$ cat src/rtl/fpu_pkg.sv
// Shared types and constants for the FPU result responder slice.
package fpu_pkg;

    // Responder FSM states.
    typedef enum logic [1:0] {
        RS_IDLE = 2'd0,
        RS_WAIT = 2'd1,
        RS_ACK  = 2'd2
    } respStateType;

    // Source tag stored alongside each captured result.
    localparam logic SRC_M1 = 1'b0;   // adder
    localparam logic SRC_M2 = 1'b1;   // multiplier

endpackage : fpu_pkg

$ cat src/rtl/fpu_result_responder_fifo.sv
// Result FIFO: circular buffer with wrap-around pointers and an occupancy count.
// The head is read straight from the storage array, so a pushed entry shows up
// at the head the cycle after the push with no bypass path.
module resp_fifo
    import fpu_pkg::*;
#(
    parameter int W     = 33,
    parameter int DEPTH = 4
) (
    input  logic                       CLK,
    input  logic                       RSTn,
    input  logic                       push_i,
    input  logic [W-1:0]               push_data_i,
    input  logic                       pop_i,
    output logic [W-1:0]               head_o,
    output logic                       full_o,
    output logic                       empty_o,
    output logic [$clog2(DEPTH):0]     count_o
);

    localparam int AW = $clog2(DEPTH);

    logic [W-1:0]  mem_q [DEPTH];
    logic [AW-1:0] wr_ptr_q, wr_ptr_d;
    logic [AW-1:0] rd_ptr_q, rd_ptr_d;
    logic [AW:0]   count_q, count_d;
    logic          push_en;
    logic          pop_en;

    // Full/empty flags come from the registered count, so a same-cycle pop never unblocks a push.
    assign full_o  = (count_q == (AW+1)'(DEPTH));
    assign empty_o = (count_q == '0);
    assign push_en = push_i & ~full_o;
    assign pop_en  = pop_i & ~empty_o;
    assign head_o  = mem_q[rd_ptr_q];
    assign count_o = count_q;

    // Storage write; contents need no reset because the count masks stale entries.
    always_ff @(posedge CLK) begin
        if (push_en) begin
            mem_q[wr_ptr_q] <= push_data_i;
        end
    end

    // Next pointer and count values; pointers wrap naturally at the power-of-two depth.
    always_comb begin
        wr_ptr_d = wr_ptr_q;
        rd_ptr_d = rd_ptr_q;
        count_d  = count_q;
        if (push_en) begin
            wr_ptr_d = wr_ptr_q + 1'b1;
        end
        if (pop_en) begin
            rd_ptr_d = rd_ptr_q + 1'b1;
        end
        case ({push_en, pop_en})
            2'b10:   count_d = count_q + 1'b1;
            2'b01:   count_d = count_q - 1'b1;
            default: count_d = count_q;
        endcase
    end

    // Pointer and count registers with synchronous active-low reset.
    always_ff @(posedge CLK) begin
        if (!RSTn) begin
            wr_ptr_q <= '0;
            rd_ptr_q <= '0;
            count_q  <= '0;
        end else begin
            wr_ptr_q <= wr_ptr_d;
            rd_ptr_q <= rd_ptr_d;
            count_q  <= count_d;
        end
    end

endmodule : resp_fifo

$ cat src/rtl/fpu_result_responder.sv
// Slave end of the M1/M2 request interconnect: waits ACK_DELAY cycles of a held
// S_req, captures the selected master's result into the result FIFO with a
// source tag, and answers with a registered one-cycle S_ack.
module fpu_result_responder
    import fpu_pkg::*;
#(
    parameter int DATA_W    = 32,
    parameter int DEPTH     = 4,
    parameter int ACK_DELAY = 2
) (
    input  logic                       CLK,
    input  logic                       RSTn,
    input  logic                       S_req,
    input  logic                       Select,
    output logic                       S_ack,
    input  logic [DATA_W-1:0]          M1_data,
    input  logic [DATA_W-1:0]          M2_data,
    output logic                       out_valid,
    input  logic                       out_ready,
    output logic [DATA_W-1:0]          out_data,
    output logic                       out_src,
    output logic [$clog2(DEPTH):0]     fifo_count,
    output logic                       busy
);

    localparam int CNT_W = (ACK_DELAY > 1) ? $clog2(ACK_DELAY) : 1;
    localparam logic [CNT_W-1:0] CNT_LOAD = (ACK_DELAY > 0) ? CNT_W'(ACK_DELAY - 1) : '0;

    respStateType      state_q, state_d;
    logic [CNT_W-1:0]  cnt_q, cnt_d;
    logic              s_ack_q;
    logic              capture;
    logic              fifo_full;
    logic              fifo_empty;
    logic [DATA_W:0]   push_data;
    logic [DATA_W:0]   head;

    // Result mux: the tag is the Select value seen at the capture edge.
    assign push_data = {(Select == SRC_M2) ? M2_data : M1_data, Select};

    resp_fifo #(
        .W     (DATA_W + 1),
        .DEPTH (DEPTH)
    ) u_fifo (
        .CLK         (CLK),
        .RSTn        (RSTn),
        .push_i      (capture),
        .push_data_i (push_data),
        .pop_i       (out_ready),
        .head_o      (head),
        .full_o      (fifo_full),
        .empty_o     (fifo_empty),
        .count_o     (fifo_count)
    );

    // State, wait counter and acknowledge flop; S_ack is never combinational from S_req.
    always_ff @(posedge CLK) begin
        if (!RSTn) begin
            state_q <= RS_IDLE;
            cnt_q   <= '0;
            s_ack_q <= 1'b0;
        end else begin
            state_q <= state_d;
            cnt_q   <= cnt_d;
            s_ack_q <= capture;
        end
    end

    // Next-state logic: delay count, abandon detection and full-FIFO retry.
    always_comb begin
        state_d = state_q;
        cnt_d   = cnt_q;
        capture = 1'b0;
        case (state_q)
            RS_IDLE: begin
                if (S_req) begin
                    if (ACK_DELAY == 0) begin
                        if (!fifo_full) begin
                            capture = 1'b1;
                            state_d = RS_ACK;
                        end else begin
                            state_d = RS_WAIT;
                            cnt_d   = '0;
                        end
                    end else begin
                        state_d = RS_WAIT;
                        cnt_d   = CNT_LOAD;
                    end
                end
            end
            RS_WAIT: begin
                if (!S_req) begin
                    state_d = RS_IDLE;
                end else if (cnt_q != '0) begin
                    cnt_d = cnt_q - 1'b1;
                end else if (!fifo_full) begin
                    capture = 1'b1;
                    state_d = RS_ACK;
                end
            end
            RS_ACK: begin
                state_d = RS_IDLE;
            end
            default: begin
                state_d = RS_IDLE;
            end
        endcase
    end

    // Output decode from registered state and FIFO head.
    always_comb begin
        S_ack     = s_ack_q;
        busy      = (state_q != RS_IDLE);
        out_valid = ~fifo_empty;
        out_data  = head[DATA_W:1];
        out_src   = head[0];
    end

endmodule : fpu_result_responder

$ cat config.mk
export PLATFORM = sky130hd
export DESIGN_NAME = fpu_result_responder
export DESIGN_NICKNAME = d
export VERILOG_FILES = /design/src/rtl/fpu_pkg.sv /design/src/rtl/fpu_result_responder_fifo.sv /design/src/rtl/fpu_result_responder.sv
export SDC_FILE = /design/constraint.sdc
export NUM_CORES = 1
export LEC_CHECK = 0
export BUFFER_PORTS_ARGS = -buffer_cell sky130_fd_sc_hd__buf_4
export CAP_MARGIN = 20
export CORE_ASPECT_RATIO = 1.4
export CORE_MARGIN = 10
export CORE_UTILIZATION = 40
export DETAILED_ROUTE_END_ITERATION = 10
export SLEW_MARGIN = 20
export SYNTH_ARGS = -nofsm -noshare
export SYNTH_HDL_FRONTEND = slang
export SYNTH_HIERARCHICAL = 1
export SYNTH_SLANG_ARGS = --single-unit
$ cat constraint.sdc
create_clock -name CLK -period 2.95 [get_ports CLK]
set_input_delay 0.295 -clock CLK [delete_from_list [all_inputs] [get_ports CLK]]
set_output_delay 0.295 -clock CLK [all_outputs]
set_load 0.02 [all_outputs]
==> impl_metrics.ini <==
[synthesis]
yosys-top-cells-count = 132 x edfxtp_1, 33 x mux4_2, 30 x mux2_4
synth_area_mm2 = 0.00600
synth_top_area_share_pct = 66.1
synth-edff-count = 132
postSynthNetCount = 352
postSynth.asyncResetShare_pct = 0
synth_ff_type = edfxtp_1
synthTopCellsByArea = edfxtp_1 66%, mux4_2 12%, mux2_4 7.5%
post-synth-top-area-cell = edfxtp_1
yosysSeqAreaShare_pct = 70.4
yosysUniqueCellTypes = 31
synth-seq-cells = 145
synthCells = 277
ys_warn_count = 6
syn_avg_cell_area_um2 = 21.6
synthMostInstantiatedCell = edfxtp_1

[clock_tree]
path_clk_slew_ps = 60
clock-sinks = 145
worstSkewPairLatency_ps = 420
cts_tree = done
ctsResizeCount = 0
cts.path.max_buffers = 2
cts_setup_buffers = 0
cts_hold_buf = 0
htreeDepth = 4
root_buffer = clkbuf_16
cts_inserted_buffers = 17

[worst_setup_path]
cp.arrival_ps = 2880
crit_path_end_kind = flip-flop
required_ps = 3300
crit_buf_inv = 3
crit_family = simple AND/OR/NAND/NOR gates
path_class = reg2reg
critPathLaunchType = flip-flop
worstPathCellList = nor3b_2, nor3b_2, nor2b_1, nor2b_1, buf_4, inv_2, ha_1, inv_1, fa_1, xor2_1, or3_1, a21boi_1
cpPeakStageDelay_ps = 400
cp_max_fo = 7
cpMaxStageDelayCell = dfxtp_1

[sta]
worst_pin_slew_ps = 647
skew_ps = 10.1
setup_tns_ps = 0
finalSetupViolations = 0
hold_viol = 0
slew_violations = 0
slew-limit-headroom_pct = 56.8
rsz0062_at_grt = no
fmax_mhz = 396
period_share_pct = 85.5
fin_crit_ps = 2520

[grt]
grtUsageTotal_pct = 12.2
met3_usage_pct = 4.20
grt_pass1_wl_um = 18400
antenna_found_initial = 0
top_usage_layer = met2
grtUsageMet1_pct = 12.8
first_global_vias = 3371
grt_max_degree = 37
grtUsageMet2_pct = 21.7
overflow = 0

[floorplanning]
ioPinCount = 108
initial_core_util_pct = 41.1
rows = 52
die_w_um = 123
dieHeight_um = 165
core_mm2 = 0.0146
die-area_mm2 = 0.0204

[pwr]
p_per_area_mw_per_mm2 = 676
p_leak_nw = 2.74
vdd_drop_max_mv = 0.374

[finish]
antenna_cells = 0
fin_nets = 477
final.fill_count = 1214
syn2layout_area_growth_pct = 25.8
drive_gt1_share_pct = 54.9
final_util_pct = 51.8

[placed_design]
io_buffers = 107
post-dp-hpwl_um = 8090
place_congestion = 0.700

[drt]
dr_total_vias = 2974
drc = 0
drt_pass1_iterations = 5
wl_per_cell_um = 19.6
ant_nets = 0
drt_iter0_markers = 119
vias_per_cell = 4.92
wl_um = 11800

[flow_run]
drv_cap = 0

[run_status]
status = complete, no violations

[worst_hold_path]
hp-class = in2reg
## path summary, 6_finish.rpt
check                                                     start                              to  slack, ps  depth (start not counted)
worst max-delay path             u_fifo/count_o[2]$_SDFFE_PN0P_  u_fifo/count_o[2]$_SDFFE_PN0P_        430                         12
worst min-delay path                                      S_req                S_ack$_SDFF_PN0_        170                          2
worst max register to register   u_fifo/count_o[2]$_SDFFE_PN0P_  u_fifo/count_o[2]$_SDFFE_PN0P_        430                         12
worst min register to register  u_fifo/rd_ptr_q[1]$_SDFFE_PN0P_                       flip-flop        480                          2
## report_power, final
part | internal (W) | total, W | switching, W
Sequential | 0.00229 | 0.00232 | 0.0000267
Combinational | 0.000381 | 0.000733 | 0.000352
Clock | 0.00118 | 0.00205 | 0.000863
Total | 0.00386 | 0.00510 | 0.00124
## layer usage
metal	share of wire, %	vias up
li1	-	1371
met1	38	1512
met2	55	73
met3	6.0	18
met4	1.4	0
met5	0	-
## layout by cell type, fill, tap and decap left out, types with 2 or more instances in the layout
| cell | n |
|---|---|
| edfxtp_1 | 132 |
| buf_4 | 120 |
| mux4_2 | 33 |
| mux2_4 | 30 |
| clkbuf_16 | 17 |
| dfxtp_1 | 11 |
| inv_6 | 7 |
| nand2_1 | 7 |
| inv_1 | 6 |
| o21ai_0 | 5 |
| ha_1 | 5 |
| and2_2 | 4 |
| nor2b_1 | 3 |
| clkinvlp_4 | 3 |
| nor3b_2 | 2 |
| mux2_2 | 2 |
| and4b_1 | 2 |
| clkinv_4 | 2 |
| and2_1 | 2 |
| mux2i_1 | 2 |
| or3_1 | 2 |
| a21boi_1 | 2 |
| dfxtp_2 | 2 |
## stage by stage
| stage | instance area (um^2) | instances | hold slack [ps] | power [W] | setup WS (ps) |
|---|---|---|---|---|---|
| floorplan | 6000 | 277 | 394 | 0.00287 | 487 |
| global placement | 6970 | 572 | 459 | 0.00311 | 567 |
| detailed placement | 6970 | 572 | 481 | 0.00312 | 429 |
| CTS | 7540 | 604 | 163 | 0.00518 | 412 |
| global route | 7540 | 604 | 171 | 0.00531 | 307 |
| finish | 7540 | 604 | 173 | 0.00510 | 426 |
## kinds of logic after synthesis
logic type / after synthesis / share of synthesized area (%)
AOI/OAI and AO/OA: 8 / 0.814
xor gates and xnor gates: 2 / 0.292
adders and majority gates: 6 / 1.38
buffers and inverters: 21 / 3.28
DFF: 145 / 70.4
muxes: 67 / 20.6
and+or+nand+nor: 28 / 3.19
## state kept, by name, indices dropped and copies added, names as in the netlist, named ones only
signal / cells
state_q: 2
cnt_q: 1
u_fifo/count_o: 3
u_fifo/wr_ptr_q: 2
u_fifo/mem_q: 132
u_fifo/rd_ptr_q: 2
S_ack: 1
## area by class of cell
| class | count | area [um^2] | area share, % |
|---|---|---|---|
| Tap cell | 189 | 236 | 3.13 |
| Multi-Input combinational cell | 111 | 1580 | 21.0 |
| Clock buffer | 17 | 425 | 5.64 |
| Sequential cell | 145 | 4230 | 56.0 |
| Inverter | 7 | 26.3 | 0.348 |
| Timing Repair Buffer | 120 | 901 | 11.9 |
| Clock inverter | 15 | 146 | 1.94 |
Note: power is estimated with default switching activity, not from simulation.
